===== src/rtl/board_win_scanner.sv =====
// board_win_scanner: sequential five-in-a-row scan of a snapshotted Gomoku board, one origin cell per clock.
module board_win_scanner #(
  parameter int BOARD_N = 16,
  parameter int COORD_W = 4,
  parameter int RUN_LEN = 5
) (
  input  logic                           clock_i,
  input  logic                           resetn_i,
  input  logic                           start_i,
  input  logic [2*BOARD_N*BOARD_N-1:0]   board_i,
  output logic                           busy_o,
  output logic                           done_o,
  output logic [1:0]                     result_o,
  output logic [COORD_W-1:0]             win_x_o,
  output logic [COORD_W-1:0]             win_y_o,
  output logic [1:0]                     win_dir_o
);
  localparam int IDX_W = 2 * COORD_W;
  localparam logic [COORD_W-1:0] LIM_HI = COORD_W'(BOARD_N - RUN_LEN);
  localparam logic [COORD_W-1:0] LIM_LO = COORD_W'(RUN_LEN - 1);

  typedef enum logic [1:0] {IDLE, SCAN, DONE} state_t;

  state_t                         state_q, state_d;
  logic [IDX_W-1:0]               idx_q, idx_d;
  logic [2*BOARD_N*BOARD_N-1:0]   snap_q, snap_d;
  logic [1:0]                     result_q, result_d;
  logic [COORD_W-1:0]             wx_q, wx_d, wy_q, wy_d;
  logic [1:0]                     wdir_q, wdir_d;
  logic                           busy_q, busy_d, done_q, done_d;

  logic [COORD_W-1:0] ox, oy, cx, cy;
  logic [1:0]         org;
  logic [3:0]         in_b, hit;
  logic [1:0]         hit_dir;

  assign ox = idx_q[IDX_W-1:COORD_W];
  assign oy = idx_q[COORD_W-1:0];

  // Cell coordinates wrap in 4-bit arithmetic; in_b masks any origin whose run would leave the board.
  always_comb begin
    cx = '0;
    cy = '0;
    org = snap_q[{idx_q, 1'b0} +: 2];
    in_b[0] = oy <= LIM_HI;
    in_b[1] = ox <= LIM_HI;
    in_b[2] = ox <= LIM_HI && oy <= LIM_HI;
    in_b[3] = ox <= LIM_HI && oy >= LIM_LO;
    for (int d = 0; d < 4; d++) begin
      hit[d] = in_b[d] && (org == 2'b01 || org == 2'b10);
      for (int k = 1; k < RUN_LEN; k++) begin
        cx = (d == 0) ? ox : ox + COORD_W'(k);
        cy = (d == 1) ? oy : (d == 3) ? oy - COORD_W'(k) : oy + COORD_W'(k);
        hit[d] = hit[d] && (snap_q[{cx, cy, 1'b0} +: 2] == org);
      end
    end
    hit_dir = hit[0] ? 2'd0 : hit[1] ? 2'd1 : hit[2] ? 2'd2 : 2'd3;
  end

  always_comb begin
    state_d  = state_q;
    idx_d    = idx_q;
    snap_d   = snap_q;
    result_d = result_q;
    wx_d     = wx_q;
    wy_d     = wy_q;
    wdir_d   = wdir_q;
    case (state_q)
      IDLE: if (start_i) begin
        snap_d   = board_i;
        idx_d    = '0;
        result_d = 2'b00;
        wx_d     = '0;
        wy_d     = '0;
        wdir_d   = 2'd0;
        state_d  = SCAN;
      end
      SCAN: if (|hit) begin
        result_d = org;
        wx_d     = ox;
        wy_d     = oy;
        wdir_d   = hit_dir;
        state_d  = DONE;
      end else if (&idx_q) begin
        state_d = DONE;
      end else begin
        idx_d = idx_q + 1'b1;
      end
      default: state_d = IDLE;
    endcase
    busy_d = state_d == SCAN;
    done_d = state_d == DONE;
  end

  always_ff @(posedge clock_i or negedge resetn_i) begin
    if (!resetn_i) begin
      state_q  <= IDLE;
      idx_q    <= '0;
      snap_q   <= '0;
      result_q <= 2'b00;
      wx_q     <= '0;
      wy_q     <= '0;
      wdir_q   <= 2'd0;
      busy_q   <= 1'b0;
      done_q   <= 1'b0;
    end else begin
      state_q  <= state_d;
      idx_q    <= idx_d;
      snap_q   <= snap_d;
      result_q <= result_d;
      wx_q     <= wx_d;
      wy_q     <= wy_d;
      wdir_q   <= wdir_d;
      busy_q   <= busy_d;
      done_q   <= done_d;
    end
  end

  assign busy_o    = busy_q;
  assign done_o    = done_q;
  assign result_o  = result_q;
  assign win_x_o   = wx_q;
  assign win_y_o   = wy_q;
  assign win_dir_o = wdir_q;
endmodule


===== config.mk =====
export PLATFORM = sky130hd
export DESIGN_NAME = board_win_scanner
export DESIGN_NICKNAME = d
export VERILOG_FILES = /design/src/rtl/board_win_scanner.sv
export SDC_FILE = /design/constraint.sdc
export NUM_CORES = 2
export LEC_CHECK = 0
export ABC_AREA = 1
export BUFFER_PORTS_ARGS = -buffer_cell sky130_fd_sc_hd__clkbuf_2
export CORE_MARGIN = 1.5
export CORE_UTILIZATION = 50
export DETAILED_ROUTE_END_ITERATION = 8
export GPL_ROUTABILITY_DRIVEN = 0
export PLACE_DENSITY = 0.67
export SYNTH_ARGS = -nofsm -noshare
export SYNTH_HDL_FRONTEND = slang
export SYNTH_SLANG_ARGS = --single-unit

===== constraint.sdc =====
create_clock -name clock_i -period 7.04 [get_ports clock_i]
set_input_delay 1.408 -clock clock_i [delete_from_list [all_inputs] [get_ports clock_i]]
set_output_delay 1.408 -clock clock_i [all_outputs]
set_load 0.05 [all_outputs]

==> impl_metrics.py <==
metrics = {
    "status": {
        "outcome": "finished, violations left",
        "violations": "DRC",
    },
    "logic_synthesis": {
        "netlist-cell-type-count": 30,
        "synth.top_cell.area_share_pct": 35.69,
        "synth_top_cell_by_area": "nand3_1",
        "ys_ff_latch": 536,
        "ys.flop_type": "dfrtp_1",
        "synth.area.top_cells": "nand3_1, dfrtp_1, nand2_1",
        "synthCells": 6715,
        "async_flop_share_pct": 100.0,
        "ys_warn_count": 0,
        "synth-edff-count": 0,
        "avgSynthCellArea_um2": 6.738,
        "ys_seq_area_share_pct": 29.64,
        "synth_nets": 7246,
        "syn_area_um2": 45250,
    },
    "placed_design": {
        "io_buffers": 528,
        "dp_slack_ns": 1.314,
        "hpwl_mm": 140.7,
        "placed_cell_area_um2": 47830,
        "dp_cells": 7945,
    },
    "clock_network": {
        "ctsResizeCount": 0,
        "cts_setup_buffers": 0,
        "root_buffer": "clkbuf_16",
        "cts_sinks": 536,
        "numCtsBuffers": 58,
        "cts.htree.levels": 2,
        "postCtsHoldBufs": 0,
        "cts_tree": "yes",
        "clockBufferDepth": 3,
        "clkSlewWorstSetupHoldPaths_ns": 0.06,
        "insertion_delay_ns": 0.69,
    },
    "drt": {
        "routed_wirelength_mm": 202.7,
        "avgViaCountPerCell": 6.708,
        "drt_iter0_drc": 9845,
        "wl_per_cell_um": 25.18,
        "vias": 53997,
        "dr.pass1.iters": 9,
        "drtAntennaViolNets": 0,
        "drc": 22,
    },
    "layout": {
        "mostFrequentLayoutCell": "nand3_1",
        "instances_no_fill": 8050,
        "fillers": 8790,
        "fin_nets": 7361,
        "drive_gt1_share_pct": 18.26,
        "multi_input_area_um2": 29200,
        "regArea_um2": 13430,
        "layout_common_cells": "nand3_1, nand2_1, dfrtp_1, clkbuf_2, mux2_2",
        "finalInstanceArea_um2": 49800,
        "area_delta_synth_final_pct": 10.05,
    },
    "setup_path": {
        "crit_required_ns": 7.61,
        "crit_type": "reg -> reg",
        "arrival_ns": 6.58,
        "cp-end-kind": "flip-flop",
        "cp_max_fo": 91,
        "reg2reg_slack_ns": 1.02,
        "start_kind": "flip-flop",
        "r2r-end": "win_dir_o[0]",
        "r2r_cells": 23,
        "timing.rr.start": "idx_q[1]",
    },
    "floorplanning": {
        "start_util_pct": 50.35,
        "die_w_um": 303.8,
        "dieArea_um2": 92310,
        "row_count": 110,
        "core_um2": 89870,
        "die_h_um": 303.8,
        "io_pins": 529,
    },
    "grt": {
        "grt_usage_pct": 42.37,
        "grt_pass1_vias": 48865,
        "grt_antenna_before_repair": 7,
        "grt_pass1_wl_mm": 302.4,
        "grt_overflow": 0,
        "grt_max_degree": 229,
    },
    "timing": {
        "max_freq_ghz": 0.1662,
        "worstMarginPinSlew_ns": 1.392,
        "period_share_pct": 85.46,
        "slew_headroom_pct": 7.195,
        "tns_ns": 0,
        "rsz0062_at_grt": "false",
        "post-route-min-period_ns": 6.017,
        "hold_viol_final": 0,
        "setup_violations": 0,
        "worst_clock_skew_ns": 0.02003,
        "finalWorstSetupSlack_ns": 1.023,
        "slew_violations": 0,
    },
    "worst_hold_path": {
        "hold_end": "win_x_o[2]",
        "hold_class": "reg -> reg",
        "min_delay_path_depth": 2,
        "min_from": "win_x_o[2]",
    },
    "power_and_ir_drop": {
        "power_mw": 6.462,
        "ir_worst_vdd_mv": 0.1895,
        "power_density_nw_per_um2": 129.8,
        "power_leakage_nw": 24.26,
    },
    "job": {
        "drv_cap": 0,
    },
}
==> worst max-delay path: stages, from the launching register on <==
cell and delay [ns]:
dfrtp_4 0.68, buf_4 0.88, ha_1 0.37, nand2_1 0.07, nand2_1 0.11, o21ai_4 0.08, inv_2 0.97, nand3_1 0.22
nand2_1 0.18, nand2_1 0.07, nand3_1 0.10, nand3_1 0.19, nand3_1 0.15, nand2_1 0.19, nand3_1 0.13, nand2_1 0.07
inv_1 0.07, nor2_1 0.04, nand3_1 0.11, nand2_2 0.09, o21ai_2 0.56, nand2_2 0.31, nand2_1 0.14, nand2_1 0.05
==> report_power, final <==
| group | internal [mW] | switching, mW | leakage [nW] | total (mW) |
|---|---|---|---|---|
| Clock | 1.79 | 1.35 | 0.961 | 3.14 |
| Combinational | 0.107 | 0.132 | 15.9 | 0.239 |
| Sequential | 3.08 | 0 | 7.40 | 3.08 |
==> per-layer routing <==
layer,up-vias,part of all wire [%],track usage [%]
li1,23806,-,-
met1,25008,40,59.19
met2,4333,38,57.01
met3,840,16,15.36
met4,10,5.9,20.79
met5,-,0.097,1.085
==> area by class of cell <==
class	count	area share, %
Antenna cell	1	0.005025
Clock buffer	82	3.397
Clock inverter	21	0.5050
Inverter	70	0.6055
Multi-Input combinational cell	5555	58.63
Sequential cell	536	26.97
Tap cell	1176	2.955
Timing Repair Buffer	609	6.925
==> worst max-delay path by stage <==
| stage | from | to | slack (ns) | cells past startpoint |
|---|---|---|---|---|
| detailed placement | idx_q[0] | win_dir_o[0] | 1.31 | 21 |
| floorplan | idx_q[1] | win_x_o[1] | 3.21 | 30 |
| global route | idx_q[0] | win_y_o[3] | 0.85 | 21 |
| finish | idx_q[1] | win_dir_o[0] | 1.02 | 23 |
| CTS | idx_q[0] | win_dir_o[0] | 1.30 | 21 |
| global placement | idx_q[0] | result_o[1] | 1.35 | 21 |
==> registers in the layout (all words and copies together) (netlist names) <==
name	count
win_dir_o	2
idx_q	8
win_y_o	4
done_o	1
busy_o	1
state_q	2
result_o	2
win_x_o	4
snap_q	512
==> cell usage after synthesis, types with 7 or more instances <==
library cell  count
nor2_1           69
buf_6            14
inv_1            59
dfrtp_1         536
nand3_1        3227
ha_1             16
o21ai_0          11
buf_1            85
o211ai_1         22
xor2_1           11
mux2_2          500
a21oi_1          20
buf_2           175
nand2_2           7
clkbuf_1        247
nand2_1        1655
buf_4            32
==> stage by stage <==
stage / hold WS (ns) / util, %
global route: 0.5524 / 55.40
CTS: 0.5260 / 55.38
floorplan: 0.5023 / -
finish: 0.5142 / 55.41
detailed placement: 0.5116 / 53.22
global placement: 0.4996 / 53.22
==> cells by family (layout without fill, tap and decap cells) <==
kind of cell	Yosys count	count (layout)	share of synthesized area (%)
AOI/OAI and AO/OA	60	60	0.8075
buffers and inverters	624	782	6.188
muxes	500	500	12.44
other	0	1	0
adders and majority gates	16	16	0.4424
DFF	536	536	29.64
and+or+nand+nor	4967	4967	50.24
xor gates and xnor gates	12	12	0.2323
Power figures use the tool's default switching activity.
